File: src/rtl/rastreador_extremos_pkg.sv
// Shared definitions for the per-window extremes tracker: default sample width,
// state encoding and the width helper for the sample counter.
package rastreador_extremos_pkg;

   localparam int unsigned LARGURA_PADRAO = 4;

   typedef enum logic {
      VAZIO      = 1'b0,
      ACUMULANDO = 1'b1
   } estado_t;

   // Counter must be able to hold 0..janela.
   function automatic int unsigned largura_contagem(input int unsigned janela);
      return $clog2(janela + 1);
   endfunction

endpackage : rastreador_extremos_pkg

File: src/rtl/rastreador_extremos_comparador.sv
// Unsigned magnitude comparator (a versus b), purely combinational.
// Ports:
//   a, b     : operands, LARGURA bits, unsigned
//   igual_c  : a == b
//   maior_c  : a >  b
//   menor_c  : a <  b
module rastreador_extremos_comparador
   import rastreador_extremos_pkg::*;
#(
   parameter int unsigned LARGURA = LARGURA_PADRAO
) (
   input  logic [LARGURA-1:0] a,
   input  logic [LARGURA-1:0] b,
   output logic               igual_c,
   output logic               maior_c,
   output logic               menor_c
);

   assign igual_c = (a == b);
   assign maior_c = (a > b);
   assign menor_c = (a < b);

endmodule : rastreador_extremos_comparador

File: src/rtl/rastreador_extremos.sv
// Tracks running max/min of an unsigned sample stream over windows of JANELA
// accepted samples; publishes the window extremes and pulses janela_pronta when
// the last sample of a window is accepted, then starts a new window.
// Ports:
//   clk            : clock, rising edge
//   rst            : synchronous active-high reset
//   amostra_valida : sample qualifier, sample accepted on every edge it is 1
//   amostra        : sample value
//   maximo         : max of last completed window (registered)
//   minimo         : min of last completed window (registered)
//   janela_pronta  : one-cycle pulse when maximo/minimo have just updated
//   contagem       : samples accepted in the current window
module rastreador_extremos
   import rastreador_extremos_pkg::*;
#(
   parameter int unsigned LARGURA = LARGURA_PADRAO,
   parameter int unsigned JANELA  = 8
) (
   input  logic                                  clk,
   input  logic                                  rst,
   input  logic                                  amostra_valida,
   input  logic [LARGURA-1:0]                    amostra,
   output logic [LARGURA-1:0]                    maximo,
   output logic [LARGURA-1:0]                    minimo,
   output logic                                  janela_pronta,
   output logic [largura_contagem(JANELA)-1:0]   contagem
);

   localparam int unsigned CW = largura_contagem(JANELA);

   estado_t            estado, estado_nxt;
   logic [LARGURA-1:0] max_acc, max_acc_nxt;
   logic [LARGURA-1:0] min_acc, min_acc_nxt;
   logic [LARGURA-1:0] maximo_nxt, minimo_nxt;
   logic [CW-1:0]      contagem_nxt;
   logic               janela_pronta_nxt;

   logic [LARGURA-1:0] max_cand, min_cand;
   logic               maior_max, menor_max, igual_max;
   logic               maior_min, menor_min, igual_min;

   // One compare against each accumulator.
   rastreador_extremos_comparador #(.LARGURA(LARGURA)) u_cmp_max (
      .a       (amostra),
      .b       (max_acc),
      .igual_c (igual_max),
      .maior_c (maior_max),
      .menor_c (menor_max)
   );

   rastreador_extremos_comparador #(.LARGURA(LARGURA)) u_cmp_min (
      .a       (amostra),
      .b       (min_acc),
      .igual_c (igual_min),
      .maior_c (maior_min),
      .menor_c (menor_min)
   );

   // Comparator outputs not needed for the extremes update.
   logic sinais_unused;
   assign sinais_unused = &{1'b0, igual_max, menor_max, igual_min, maior_min};

   // Ties keep the accumulator unchanged.
   assign max_cand = maior_max ? amostra : max_acc;
   assign min_cand = menor_min ? amostra : min_acc;

   // State and datapath registers.
   always_ff @(posedge clk) begin
      if (rst) begin
         estado        <= VAZIO;
         max_acc       <= '0;
         min_acc       <= '0;
         maximo        <= '0;
         minimo        <= '0;
         contagem      <= '0;
         janela_pronta <= 1'b0;
      end else begin
         estado        <= estado_nxt;
         max_acc       <= max_acc_nxt;
         min_acc       <= min_acc_nxt;
         maximo        <= maximo_nxt;
         minimo        <= minimo_nxt;
         contagem      <= contagem_nxt;
         janela_pronta <= janela_pronta_nxt;
      end
   end

   // Next-state, accumulator and publish logic.
   always_comb begin
      estado_nxt        = estado;
      max_acc_nxt       = max_acc;
      min_acc_nxt       = min_acc;
      maximo_nxt        = maximo;
      minimo_nxt        = minimo;
      contagem_nxt      = contagem;
      janela_pronta_nxt = 1'b0;

      if (amostra_valida) begin
         unique case (estado)
            VAZIO: begin
               max_acc_nxt = amostra;
               min_acc_nxt = amostra;
               if (JANELA == 1) begin
                  // Single-sample windows publish on every accepted sample.
                  maximo_nxt        = amostra;
                  minimo_nxt        = amostra;
                  janela_pronta_nxt = 1'b1;
                  contagem_nxt      = '0;
                  estado_nxt        = VAZIO;
               end else begin
                  contagem_nxt = CW'(1);
                  estado_nxt   = ACUMULANDO;
               end
            end
            ACUMULANDO: begin
               max_acc_nxt = max_cand;
               min_acc_nxt = min_cand;
               if (contagem == CW'(JANELA - 1)) begin
                  maximo_nxt        = max_cand;
                  minimo_nxt        = min_cand;
                  janela_pronta_nxt = 1'b1;
                  contagem_nxt      = '0;
                  estado_nxt        = VAZIO;
               end else begin
                  contagem_nxt = contagem + CW'(1);
               end
            end
            default: estado_nxt = VAZIO;
         endcase
      end
   end

endmodule : rastreador_extremos

File: config.mk
export PLATFORM = sky130hd
export DESIGN_NAME = rastreador_extremos
export DESIGN_NICKNAME = d
export VERILOG_FILES = /design/src/rtl/rastreador_extremos_pkg.sv /design/src/rtl/rastreador_extremos_comparador.sv /design/src/rtl/rastreador_extremos.sv
export SDC_FILE = /design/constraint.sdc
export NUM_CORES = 1
export LEC_CHECK = 0
export CAP_MARGIN = 10
export CELL_PAD_IN_SITES_DETAIL_PLACEMENT = 0
export CELL_PAD_IN_SITES_GLOBAL_PLACEMENT = 1
export CORE_UTILIZATION = 43
export DETAILED_ROUTE_END_ITERATION = 6
export HOLD_SLACK_MARGIN = 0.08
export PLACE_DENSITY_LB_ADDON = 0.2
export SLEW_MARGIN = 20
export SYNTH_ARGS = -nofsm -noshare
export SYNTH_HDL_FRONTEND = slang
export SYNTH_HIERARCHICAL = 1
export SYNTH_SLANG_ARGS = --single-unit
File: constraint.sdc
create_clock -name clk -period 4.8 [get_ports clk]
set_input_delay 0.72 -clock clk [delete_from_list [all_inputs] [get_ports clk]]
set_output_delay 0.72 -clock clk [all_outputs]
set_load 0.01 [all_outputs]
# --- Yosys cells after proc, flatten, opt, wreduce, memory -nomap -nowiden ---
# Cells that the tools add are included.
totals:
  reg_bits: 22
  latchBits: 0
  ram_bits: 0
  rom_bits: 0
  inputBits: 7
  output_inout_bits: 13
  word_cells: 24
  memories: 0
classes:
  addsub: 1
  mul: 0
  div: 0
  order_cmp: 2
  n_eq_ne: 1
  shifts: 0
  n_mux: 9
  n_bitwise: 2
  reduce_logical: 2
ops:
  columns: ["cell", "n"]
  rows:
  - ["one-hot mux 4 bit (2 select lines)", 3]
  - ["two-way mux 4 bit", 3]
  - ["adder 4 x 1 -> 4 bit, second input constant", 1]
  - ["equality test 4 x 3 -> 1 bit, second input constant", 1]
  - ["greater-than comparator 4 bit", 1]
  - ["< comparator 4 bit", 1]
  - ["AND reduction 3 bit", 1]
  - ["OR reduction 3 bit", 1]
  - ["two-way mux 1 bit", 2]
  - ["NOT 1 bit", 2]
  - ["one-hot mux 1 bit (2 select lines)", 1]

# --- Depth between registers and ports, before layout ---
logic_depth:
  ltp_word: 3
  ltp_mapped: 9
  mapped_depth_nobuf: 8

# --- By module ---
# The synthesis kept the hierarchy.
modules_own_cells:
  columns: ["mod", "n_inst", "cells_each", "area_per_inst_um2", "seq_area_each_um2"]
  rows:
  - ["rastreador_extremos", 1, 93, 950.9, 440.4]
  - ["rastreador_extremos_comparador", 2, 16, 128.9, 0.0]

# --- Worst setup path before layout ---
# No wires, ideal clock.
synth_timing:
  path_type: "input -> register"
  start: "input amostra[3]"
  end: "register min_acc[0]"
  setup_ns: 0.132
  t_arrival_ns: 1.922
  required_time_ns: 4.668
  slack_ns: 2.746
  stages: 8
  n_path_buf: 1
  path_cell_list: "ha_1 > nand2_1 > o21bai_4 > and2_1 > buf_2 > nor2b_1 > nand3b_1 > a21oi_1"
synth_between:
  elab_chain_cells: 3
synth_rtl:
  columns: ["element", "line", "source"]
  rows:
  - ["from (decl)", "rastreador_extremos.sv:22", "input logic [LARGURA-1:0] amostra,"]
  - ["< comparator 4 bit", "rastreador_extremos_comparador.sv:21", "assign menor_c = (a < b);"]
  - ["named net menor_min", "rastreador_extremos.sv:40", "logic maior_min, menor_min, igual_min;"]
  - ["two-way mux 4 bit", "rastreador_extremos.sv:65", "assign min_cand = menor_min ? amostra : min_acc;"]
  - ["one-hot mux 4 bit (2 select lines)", "rastreador_extremos.sv:99", "unique case (estado)"]
  - ["to (signal assigned)", "rastreador_extremos.sv:80", "min_acc <= min_acc_nxt;"]
  - ["to (decl)", "rastreador_extremos.sv:33", "logic [LARGURA-1:0] min_acc, min_acc_nxt;"]
# The timed path passes the listed nets, and every way through them passes these cells.
# A chain may end at the register's enable or synchronous reset.

# --- Worst setup path in the final report ---
layout_timing:
  start: "input amostra[3]"
  end: "register min_acc[2]"
# The elaborated chain is that of the path after synthesis.

==> impl_summary.txt <==
----------------------------------------------------
[Routing]
  Initial detailed-routing violation count ... 24
  Total vias in the final route ... 936
  Count of nets left with antenna violations after detail routing ... 0
  Average wire length per cell after detail routing ... 14.3 µm
  Average vias per placed instance ... 5.54
  Pre-antenna DRT Iters ... 4
  Number of remaining DRC errors ... 0
  Total Wirelength ... 2.42 mm

[STA]
  Setup Viol. Count Final ... 0
  Maximum clock frequency ... 401 MHz
  Shortest clock period the worst path allows after layout ... 2.50 ns
  Tightest slew margin relative to the limit ... 61.0%
  Worst slew pin tran ... 0.583 ns
  Final critical-path share of the clock period ... 52.0%
  Final number of hold-violating endpoints ... 0
  Number of pins exceeding their max-slew limit in the final report ... 0
  Setup_tns ... 0 ns
  RSZ-0062 raised after global routing ... no
  Hold Slack ... 0.473 ns
  Worst clock skew ... 0.00160 ns

[Run]
  Maximum Capacitance Violations ... 0

[Outcome]
  Outcome ... complete, no violations

[Cells and area]
  Fraction of layout instances using a drive strength above 1 ... 9.35%
  Post-Layout Inst Area ... 1430 µm²
  Most common library cell in the layout ignoring fill and taps ... sky130_fd_sc_hd__dfxtp_1
  Commonest cells after routing, fill and taps aside ... 22 x sky130_fd_sc_hd__dfxtp_1, 19 x sky130_fd_sc_hd__clkdlybuf4s50_1, 12 x sky130_fd_sc_hd__a21oi_1
  Final cell utilization of the core ... 56.0%
  Antenna diode instance count ... 0
  NumNets Final ... 156
  Area added between synthesis and finish ... 20.3%

[CTS]
  Number of setup buffers added after CTS ... 0
  Number of sinks on the clock net ... 22
  TritonCTS Buffers ... 3
  Cell at the root of the clock tree ... sky130_fd_sc_hd__clkbuf_4
  H-tree Lvls ... 1
  Quantity of hold-fixing buffers added after cts ... 0
  Cts repair resizes ... 0
  Worst-Skew Late Latency ... 0.30 ns
  Register clock-pin slew on the reported worst setup and hold paths ... 0.11 ns
  Clock tree from TritonCTS ... done
  Maximum buffer depth of the clock tree ... 2

[Power]
  Leakage dissipation ... 0.569 nW
  Power density over the cells ... 255 nW/µm²
  Power Total ... 0.364 mW
  Peak ir drop on the vdd network ... 0.187 mV

[Die]
  Floorplan core area ... 2540 µm²
  Die Span Y ... 54.5 µm
  Starting density of the core ... 46.6%
  Horiz. Die Dim ... 54.5 µm
  Total number of placement rows ... 18
  I/O pin count ... 20
  Floorplan die area ... 2970 µm²

[GRT]
  Vias in the first global route ... 904
  Aggregate global-route resource usage ... 19.0%
  Grt ovf ... 0
  First-pass GRT wire length ... 4.00 mm
  Pin count of the biggest net entering global routing ... 17
  Antenna violations before repair ... 0

[Worst setup path]
  Maximum fanout count along the critical path ... 8
  Endpoint type of the worst setup path ... register
  Required time at the worst-slack endpoint ... 4.98 ns
  Startpoint type of the worst setup path ... primary input
  Arr. time, crit path ... 2.68 ns
  Startpoint-to-endpoint class of the critical path ... in2reg

[Synthesis]
  Post-Synthesis Cell Area ... 1190 µm²
  Mapped Nets ... 137
  Synthesized area per cell ... 9.80 µm²
  Number of synthesis warnings ... 6
  Syn Inst Count ... 121

[Worst hold path]
  Path category of the worst min-delay check ... reg2reg

[Placed design]
  Number of I/O port buffers ... 19
  Post-Place Cell Area ... 1390 µm²
  Routability congestion estimate ... 0.751
  Dpl hpwl ... 1.77 mm

----------------------------------------------------
state kept, by name, summed over array words and instances, names as in the netlist:
register,count
max_acc,4
contagem,4
janela_pronta,1
maximo,4
min_acc,4
minimo,4
estado,1
final timing paths:
path,startpoint,end,slack [ns],cells past startpoint
setup / recovery,amostra[3],min_acc[2],2.30,8
hold / removal,maximo[3],maximo[3],0.47,1
setup reg to reg,min_acc[3],min_acc[2],2.92,8
hold reg to reg,maximo[3],maximo[3],0.47,1
power by group:
| part | leakage [nW] | switching [mW] | total (mW) | internal (mW) |
|---|---|---|---|---|
| sequential | 0.179 | 0.00548 | 0.194 | 0.188 |
| clock | 0.0210 | 0.0532 | 0.0995 | 0.0463 |
| combinational | 0.369 | 0.0362 | 0.0704 | 0.0342 |
critical path: stages:
cell	delay [ns]
sky130_fd_sc_hd__clkdlybuf4s50_1	0.54
sky130_fd_sc_hd__ha_1	0.36
sky130_fd_sc_hd__nand2_1	0.06
sky130_fd_sc_hd__o21bai_4	0.16
sky130_fd_sc_hd__and2_1	0.21
sky130_fd_sc_hd__nor2b_1	0.36
sky130_fd_sc_hd__nand3b_1	0.17
sky130_fd_sc_hd__a21oi_1	0.08
per-layer routing:
layer,vias up,share of wire [%],track usage [%]
met5,-,0,0
met4,0,0.17,4.70
met3,2,5.1,6.11
met2,26,49,32.9
met1,442,45,22.4
li1,466,-,-
final cells by class:
cell class	instances	area, µm²
fillers	235	1120
multi-input cells	83	681
flip-flops and latches	22	440
repair buffers	19	190
inverters	11	41.3
well taps	30	37.5
clock buffers	4	36.3
through the flow:
stage          setup WS, ns  std cells
6_report               2.30        169
5_1_grt                2.14        169
4_1_cts                2.31        169
3_5_place_dp           1.98        165
3_3_place_gp           2.03        165
2_1_floorplan          2.78        121
No activity file was read; power rests on OpenSTA's default activity.
